===== src/rtl/lsu_bus_if.sv =====
// Load/store unit: turns the EX-stage memory request into a handshaked data-bus access
// with byte lanes, load extension, misalign/timeout errors and flush drain.
//
// state | meaning
// IDLE  | no access; accept a new request when valid and not flushed
// REQ   | bus_req_o asserted, waiting for grant
// WAIT  | granted, waiting for rvalid (read data or write ack); may be draining
// RESP  | one-cycle completion pulse towards the pipeline
module lsu_bus_if #(
   parameter int ADDR_W  = 32,
   parameter int DATA_W  = 32,
   parameter int TIMEOUT = 255
) (
   input  logic                  clk,
   input  logic                  rst,
   input  logic                  req_valid_i,
   input  logic                  req_we_i,
   input  logic [ADDR_W-1:0]     req_addr_i,
   input  logic [2:0]            req_size_i,
   input  logic [31:0]           req_wdata_i,
   input  logic                  flush_i,
   output logic                  hold_flag_o,
   output logic                  rsp_valid_o,
   output logic [31:0]           rsp_rdata_o,
   output logic                  err_misalign_o,
   output logic                  err_timeout_o,
   output logic [ADDR_W-1:0]     err_addr_o,
   output logic                  bus_req_o,
   output logic                  bus_we_o,
   output logic [ADDR_W-1:0]     bus_addr_o,
   output logic [DATA_W-1:0]     bus_wdata_o,
   output logic [DATA_W/8-1:0]   bus_strb_o,
   input  logic                  bus_gnt_i,
   input  logic                  bus_rvalid_i,
   input  logic [DATA_W-1:0]     bus_rdata_i
);
   localparam int STRB_W = DATA_W / 8;
   localparam int OFF_W  = $clog2(STRB_W);
   localparam int CNT_W  = (TIMEOUT < 2) ? 1 : $clog2(TIMEOUT + 1);
   localparam logic [CNT_W-1:0] TO_LAST = CNT_W'((TIMEOUT > 0) ? TIMEOUT - 1 : 0);

   typedef enum logic [1:0] {IDLE, REQ, WAIT, RESP} state_t;
   state_t state, state_nxt;

   logic [ADDR_W-1:0] addr_q;
   logic [2:0]        size_q;
   logic              we_q;
   logic [31:0]       wdata_q;
   logic [OFF_W-1:0]  off_q;
   logic [CNT_W-1:0]  cnt_q;
   logic              discard_q;
   logic              err_mis_q;
   logic              err_to_q;
   logic [31:0]       rdata_q;

   logic              accept;
   logic              misalign;
   logic              to_hit;
   logic              take_rvalid;
   logic              to_abort;
   logic              in_req;
   logic              busy;
   logic [STRB_W-1:0] strb_base;
   logic [31:0]       wword;
   logic [31:0]       rd_lane;
   logic [31:0]       rd_ext;

   assign accept   = (state == IDLE) && req_valid_i && !flush_i;
   assign misalign = (req_size_i[1:0] == 2'b01) ? req_addr_i[0] :
                     ((req_size_i[1:0] != 2'b00) && (req_addr_i[1:0] != 2'b00));
   assign to_hit   = (TIMEOUT != 0) && (cnt_q == TO_LAST);

   assign take_rvalid = bus_rvalid_i && ((state == WAIT) || ((state == REQ) && bus_gnt_i));
   assign to_abort    = to_hit && (((state == REQ) && !bus_gnt_i && !flush_i) ||
                                   ((state == WAIT) && !bus_rvalid_i));

   always_comb begin
      state_nxt = state;
      case (state)
         IDLE: if (accept) state_nxt = misalign ? RESP : REQ;
         REQ: begin
            if (bus_gnt_i) begin
               if (bus_rvalid_i) state_nxt = flush_i ? IDLE : RESP;
               else              state_nxt = WAIT;
            end else if (flush_i) begin
               state_nxt = IDLE;
            end else if (to_hit) begin
               state_nxt = RESP;
            end
         end
         WAIT: if (bus_rvalid_i || to_hit) state_nxt = (discard_q || flush_i) ? IDLE : RESP;
         RESP: state_nxt = IDLE;
         default: state_nxt = IDLE;
      endcase
   end

   always_ff @(posedge clk or negedge rst) begin
      if (!rst) begin
         state     <= IDLE;
         addr_q    <= '0;
         size_q    <= '0;
         we_q      <= 1'b0;
         wdata_q   <= '0;
         off_q     <= '0;
         cnt_q     <= '0;
         discard_q <= 1'b0;
         err_mis_q <= 1'b0;
         err_to_q  <= 1'b0;
         rdata_q   <= '0;
      end else begin
         state <= state_nxt;
         if (accept) begin
            addr_q    <= req_addr_i;
            size_q    <= req_size_i;
            we_q      <= req_we_i;
            wdata_q   <= req_wdata_i;
            off_q     <= req_addr_i[OFF_W-1:0];
            cnt_q     <= '0;
            discard_q <= 1'b0;
            err_mis_q <= misalign;
            err_to_q  <= 1'b0;
            rdata_q   <= '0;
         end else begin
            if ((state == REQ) || (state == WAIT)) cnt_q <= cnt_q + 1'b1;
            // a flush that lands on the grant cycle still owes the bus a response
            if (flush_i && ((state == WAIT) || ((state == REQ) && bus_gnt_i))) discard_q <= 1'b1;
            if (take_rvalid && !we_q) rdata_q <= rd_ext;
            if (to_abort) err_to_q <= 1'b1;
         end
      end
   end

   always_comb begin
      case (size_q[1:0])
         2'b00:   strb_base = STRB_W'(1);
         2'b01:   strb_base = STRB_W'(3);
         default: strb_base = STRB_W'(15);
      endcase
      case (size_q[1:0])
         2'b00:   wword = {4{wdata_q[7:0]}};
         2'b01:   wword = {2{wdata_q[15:0]}};
         default: wword = wdata_q;
      endcase
   end

   assign rd_lane = 32'(bus_rdata_i >> {off_q, 3'b000});

   always_comb begin
      case (size_q[1:0])
         2'b00:   rd_ext = {{24{~size_q[2] & rd_lane[7]}}, rd_lane[7:0]};
         2'b01:   rd_ext = {{16{~size_q[2] & rd_lane[15]}}, rd_lane[15:0]};
         default: rd_ext = rd_lane;
      endcase
   end

   assign in_req = (state == REQ);
   assign busy   = (state == REQ) || (state == WAIT);

   assign bus_req_o   = in_req;
   assign bus_we_o    = in_req && we_q;
   assign bus_addr_o  = in_req ? {addr_q[ADDR_W-1:OFF_W], {OFF_W{1'b0}}} : '0;
   assign bus_strb_o  = (in_req && we_q) ? (strb_base << off_q) : '0;
   assign bus_wdata_o = (in_req && we_q) ? {(DATA_W/32){wword}} : '0;

   // the accept term is masked by reset so every output reads 0 while rst is low
   assign hold_flag_o    = busy || (accept && rst);
   assign rsp_valid_o    = (state == RESP) && !flush_i;
   assign rsp_rdata_o    = rsp_valid_o ? rdata_q : '0;
   assign err_misalign_o = rsp_valid_o && err_mis_q;
   assign err_timeout_o  = rsp_valid_o && err_to_q;
   assign err_addr_o     = (rsp_valid_o && (err_mis_q || err_to_q)) ? addr_q : '0;
endmodule


===== config.mk =====
export PLATFORM = sky130hd
export DESIGN_NAME = lsu_bus_if
export DESIGN_NICKNAME = d
export VERILOG_FILES = /design/src/rtl/lsu_bus_if.sv
export SDC_FILE = /design/constraint.sdc
export NUM_CORES = 1
export LEC_CHECK = 0
export CAP_MARGIN = 20
export CORE_ASPECT_RATIO = 0.9
export CORE_UTILIZATION = 45
export DETAILED_ROUTE_END_ITERATION = 8
export PLACE_DENSITY = 0.83
export SLEW_MARGIN = 20
export SYNTH_ARGS = -nofsm -noshare
export SYNTH_HDL_FRONTEND = slang
export SYNTH_SLANG_ARGS = --single-unit

===== constraint.sdc =====
create_clock -name clk -period 6.2 [get_ports clk]
set_input_delay 1.86 -clock clk [delete_from_list [all_inputs] [get_ports clk]]
set_output_delay 1.86 -clock clk [all_outputs]
set_load 0.1 [all_outputs]

* Word level (Yosys, flattened, before mapping)
Index checks and enable logic that the tools add are counted.
** Storage, ports and cells
- Output and inout bits :: 138
- Bits in registers :: 115
- Word-level logic and storage cells :: 90
** Cells by class
- Reductions and logical operators :: 37
- Muxes and demuxes :: 27
- Bitwise gates (word level) :: 3
- Equality and inequality tests :: 9
- Shift operators :: 2
- Add/subtract/negate cells :: 1
** Operators by type and width (count)
- two-way mux 32 bit :: 6
- one-hot mux 32 bit (2 select lines) :: 2
- right shift 32 x 5 -> 32 bit :: 1
- two-way mux 2 bit :: 9
- logical AND 1 bit :: 17
- two-way mux 8 bit :: 2
- nonzero test 2 bit :: 6
- adder 8 x 1 -> 8 bit (second input constant) :: 1
- == test 8 bit (second input constant) :: 1
- one-hot mux 2 bit (4 select lines) :: 1
- one-hot mux 4 bit (2 select lines) :: 1
- logical OR 1 bit :: 7
- == test 2 x 1 -> 1 bit (second input constant) :: 3
- two-way mux 1 bit :: 5
- == test 2 bit (second input constant) :: 2
- zero test 1 bit :: 4
- zero test 2 bit :: 2
- two-way mux 4 bit :: 1
- inequality test 4 bit (second input constant) :: 1
- left shift 4 x 2 -> 4 bit :: 1
- AND reduction 3 bit :: 1
- AND 1 bit :: 2
- inequality test 2 x 1 -> 1 bit (second input constant) :: 1
- inequality test 2 bit (second input constant) :: 1
- inverter 1 bit :: 1

* Longest topological paths before layout
- Depth after elaboration :: 7
- Gate-level depth with buffers :: 8

* Least setup slack after synthesis
OpenSTA, ideal clock, no wires.
- Path type :: input to output
- From :: input flush_i
- To :: output rsp_rdata_o[22]
- Stages on the path :: 4
- Slack :: 0.248 ns
- Path buffers :: 2
- Arrival time :: 4.092 ns
- Cell sequence :: and2b_1 -> clkbuf_1 -> clkbuf_1 -> and2_1
** Between the ends
- Longest elaborated chain between the ends :: 3
** RTL lines
- from (decl) :: RTL line 21 : input logic flush_i,
- zero test 1 bit :: RTL line 167 : assign rsp_valid_o = (state == RESP) && !flush_i;
- logical AND 1 bit :: RTL line 167
- via rsp_valid_o :: RTL line 23 : output logic rsp_valid_o,
- two-way mux 32 bit :: RTL line 168 : assign rsp_rdata_o = rsp_valid_o ? rdata_q : '0;
- to (decl) :: RTL line 24 : output logic [31:0] rsp_rdata_o,
The timed path passes the listed nets, and every way through them passes these cells.

* Worst setup path in the final report
- From :: input flush_i
- To :: output err_addr_o[29]
** Between the ends
- Longest elaborated chain between the ends :: 4
** RTL lines
- zero test 1 bit :: RTL line 167
- logical AND 1 bit :: RTL line 167
- logical AND 1 bit :: RTL line 171 : assign err_addr_o = (rsp_valid_o && (err_mis_q || err_to_q)) ? addr_q : '0;
- two-way mux 32 bit :: RTL line 171
- to (decl) :: RTL line 27 : output logic [ADDR_W-1:0] err_addr_o,
No other way between the ends.

==> results by group <==
STA
  • # setup viols final: 0
  • Fin. max-slew vios: 0
  • Max_slew headroom: between 20 and 30%
  • Hold Vio Cnt, Final: 0
  • Least-Margin Pin Slew: ~1.1 ns
  • Setup TNS: 0 ns
  • Peak Freq: between 0.15 and 0.2 GHz
  • Clk_skew: ~0.011 ns
  • Setup ws final: ~0.55 ns
  • RSZ-0062 raised after global routing: no
  • Final min period: 5.65 ns
  • Fin crit share: just over 90%

CTS
  • Register clock-pin slew on the reported worst setup and hold paths: about 0.050 ns
  • Clk buf depth: 2
  • TritonCTS clock tree: done
  • Root Driver: clkbuf_16
  • Worst skew pair latency: between 0.4 and 0.5 ns
  • Post_cts resized: 0
  • Num Clock Sinks: around 110
  • Inserted Clock Buffers: 17
  • Hold_buf cts: 0
  • Post-CTS setup buffer count: 0
  • CTS H-Tree Depth: 4

Floorplanning
  • I/O pin count: between 200 and 250
  • Die W: about 130 um
  • Cell row count: 40
  • Initial Utilization: a little under half
  • Vert. Die Dim: 115 um
  • Core box area: roughly 14,000 sq um
  • DIE AREA: between 10,000 and 15,000 sq um

Synth
  • Netlist cell types: 50
  • Mapped Area: approximately 6400 sq um
  • Post-synth EDFFs: 0
  • Asr flop ratio synth: 100%
  • Synthesized area per cell: between 8 and 9 sq um
  • Primary FF master, synth: dfrtp_1
  • #FFs+latches synth: 113
  • Synth Instances: between 700 and 800
  • Sequential share of the synthesized area: between 40% and 50%
  • Yosys Warn Count: 0

Global route
  • Largest net degree at the start of global routing: 88
  • Gr ovfl total: 0
  • Number of global-route vias before repair: 6,003
  • First-pass GRT wire length: about 32,000 um
  • Initial antenna violation count: 0
  • GRT Overall Usage: around 28%

Pwr
  • Peak supply drop: roughly 0.36 mV
  • Clock share of power: 18.2%
  • Pleak: 4.61 nW
  • Reg power frac: between 20% and 30%
  • Switching pwr: around 2.5 mW
  • Sw Ratio: between 50% and 60%
  • Internal power: 2.50 mW
  • Pwr dens: approximately 500 nW/um^2
  • Comb power frac: a little over half

Detailed routing
  • DRC violations left: 0
  • Via count: between 6,000 and 7,000
  • Routed wire length: 20,300 um
  • Highest routed layer: met4
  • Avg WL per Cell: around 17 um
  • Initial drt markers: approximately 460
  • Routed met2 length: 10,200 um
  • Routed metal-1 wirelength: ~8300 um
  • Via density: 5.22
  • DRT antenna net count: 0
  • First drt pass iteration count: 5
  • Routed met3 length: 1540 um

Setup path
  • Crit path capture type: primary output
  • Critical path type: in -> out
  • WP data arrival: 3.79 ns
  • Worst reg-to-reg path cell count: 8
  • Worst Path Required: 4.34 ns
  • Startpoint types: primary input
  • CP Max Fanout: 32

Place
  • Post-detail-place hpwl: approximately 14,000 um
  • Pre-CTS setup slack: 0.532 ns
  • Input/output buffers: 241
  • Global placer's final weighted congestion: approximately 0.9
  • Dpl cells: 1,158

Worst hold path
  • Hold depth: 2
  • Worst hold path type: reg -> reg

Finish
  • Share of post-route cells with drive strength above 1: ~17%
  • Finished Layout Cells: around 1,200
  • Fill cells: 1,007
  • ANT cells: 0
  • Layout area overhead: 56.6%
  • Nets: approximately 1,100

Job
  • Max_cap viols: 0

Status
  • Status: complete, no violations
-- worst paths after layout --
path                        startpoint        endpoint  slack [ns]
setup / recovery               flush_i  err_addr_o[29]        0.55
hold / removal             wdata_q[26]     wdata_q[26]        0.47
setup reg to reg              state[1]     rdata_q[25]        2.67
hold reg to reg            wdata_q[26]     wdata_q[26]        0.47
max in group asynchronous          rst     rdata_q[14]        3.33
min in group asynchronous          rst      rdata_q[3]        1.58
-- metrics by stage --
step           area [sq um]  total power [mW]  util [%]  hold WS, ns
2_1_floorplan          6410              3.36         -        0.445
3_3_place_gp           9470              4.06      69.5        0.458
3_5_place_dp           9470              4.12      69.5        0.463
4_1_cts               10000              5.06      73.6        0.477
5_1_grt               10000              5.32      73.7        0.505
6_report              10000              5.05      73.7        0.472
-- worst max-delay path, stage by stage --
cell	delay, ns
clkdlybuf4s50_1	0.50
and2b_1	0.27
o21a_1	0.66
and2_1	0.30
buf_12	0.19
-- power groups by stage --
stage	clock network [mW]	logic [mW]	registers (mW)
6_report	0.917	2.76	1.37
3_3_place_gp	0	2.69	1.37
4_1_cts	0.930	2.76	1.37
3_5_place_dp	0	2.74	1.37
2_1_floorplan	0	2.14	1.22
5_1_grt	0.968	2.94	1.41
-- area by class of cell --
type	count	area [sq um]	area share, %
multi-input cells	597	3280	32.7
well taps	189	236	2.36
flip-flops and latches	113	2830	28.2
clock buffers	24	502	5.00
repair buffers	252	3110	31.0
clock inverters	6	55.1	0.548
inverters	8	30.0	0.299
-- cell usage after synthesis, types with 3 or more instances --
| cell type | count | area (sq um) |
|---|---|---|
| o211ai_1 | 7 | 52.6 |
| nand2_1 | 257 | 965 |
| buf_4 | 4 | 30.0 |
| ha_1 | 7 | 87.6 |
| and2_1 | 96 | 601 |
| o21ai_1 | 7 | 35.0 |
| a21oi_1 | 36 | 180 |
| a22oi_1 | 8 | 60.1 |
| nand2b_1 | 3 | 18.8 |
| o211ai_2 | 3 | 37.5 |
| nor3_1 | 4 | 20.0 |
| a31oi_1 | 5 | 31.3 |
| buf_2 | 16 | 80.1 |
| mux2_2 | 16 | 180 |
| clkbuf_1 | 29 | 109 |
| xor2_1 | 4 | 35.0 |
| buf_6 | 3 | 33.8 |
| o2bb2ai_1 | 8 | 70.1 |
| nand4_1 | 4 | 25.0 |
| nand3_1 | 7 | 35.0 |
| o21ai_0 | 21 | 105 |
| a21o_1 | 3 | 22.5 |
| dfrtp_1 | 113 | 2830 |
| nor2_1 | 38 | 143 |
| mux2i_1 | 27 | 270 |
| and3_1 | 9 | 56.3 |
| inv_1 | 8 | 30.0 |
| buf_1 | 6 | 22.5 |
-- cells in the final DEF (no fill, tap or decap), drive strengths merged, types with 2 or more instances in the layout --
cell	synthesis	final
xor2	4	4
a22oi	8	8
nand3b	2	2
dfrtp	113	113
nor4	2	2
nand2	257	257
o21ai	28	28
a21oi	37	37
xnor2	2	2
a31oi	5	5
clkinv	0	5
o211ai	10	10
ha	7	7
or2	2	2
o21a	2	2
and3	9	9
mux2i	27	27
and2	96	96
or3	2	2
nand4	4	4
nor3	5	5
nand2b	3	3
nand3	7	7
mux2	16	16
clkbuf	30	24
a21o	3	3
buf	29	109
conb	1	2
clkdlybuf4s50	0	143
nor2	38	38
inv	8	8
o2bb2ai	8	8
-- cells by family after synthesis --
kind of cell               count (synthesis)  share of synthesized area [%]
adders and majority gates                  7                           1.37
DFF                                      113                           44.1
other                                      1                         0.0585
and+or+nand+nor                          432                           31.2
muxes                                     43                           7.03
xor gates and xnor gates                   6                          0.820
buffers and inverters                     67                           4.84
AOI/OAI and AO/OA                        107                           10.6
-- metal layers --
layer / up-vias / GRT usage [%]
li1: 2954 / -
met1: 2988 / 36.4
met2: 246 / 46.8
met3: 22 / 8.47
met4: 0 / 8.16
met5: - / 0
-- state kept, by name, indices dropped and copies added, names as in the netlist --
signal,cells
size_q,3
err_to_q,1
addr_q,32
state,2
err_mis_q,1
discard_q,1
we_q,1
rdata_q,32
cnt_q,8
wdata_q,32
(Power assumes the default switching activity.)
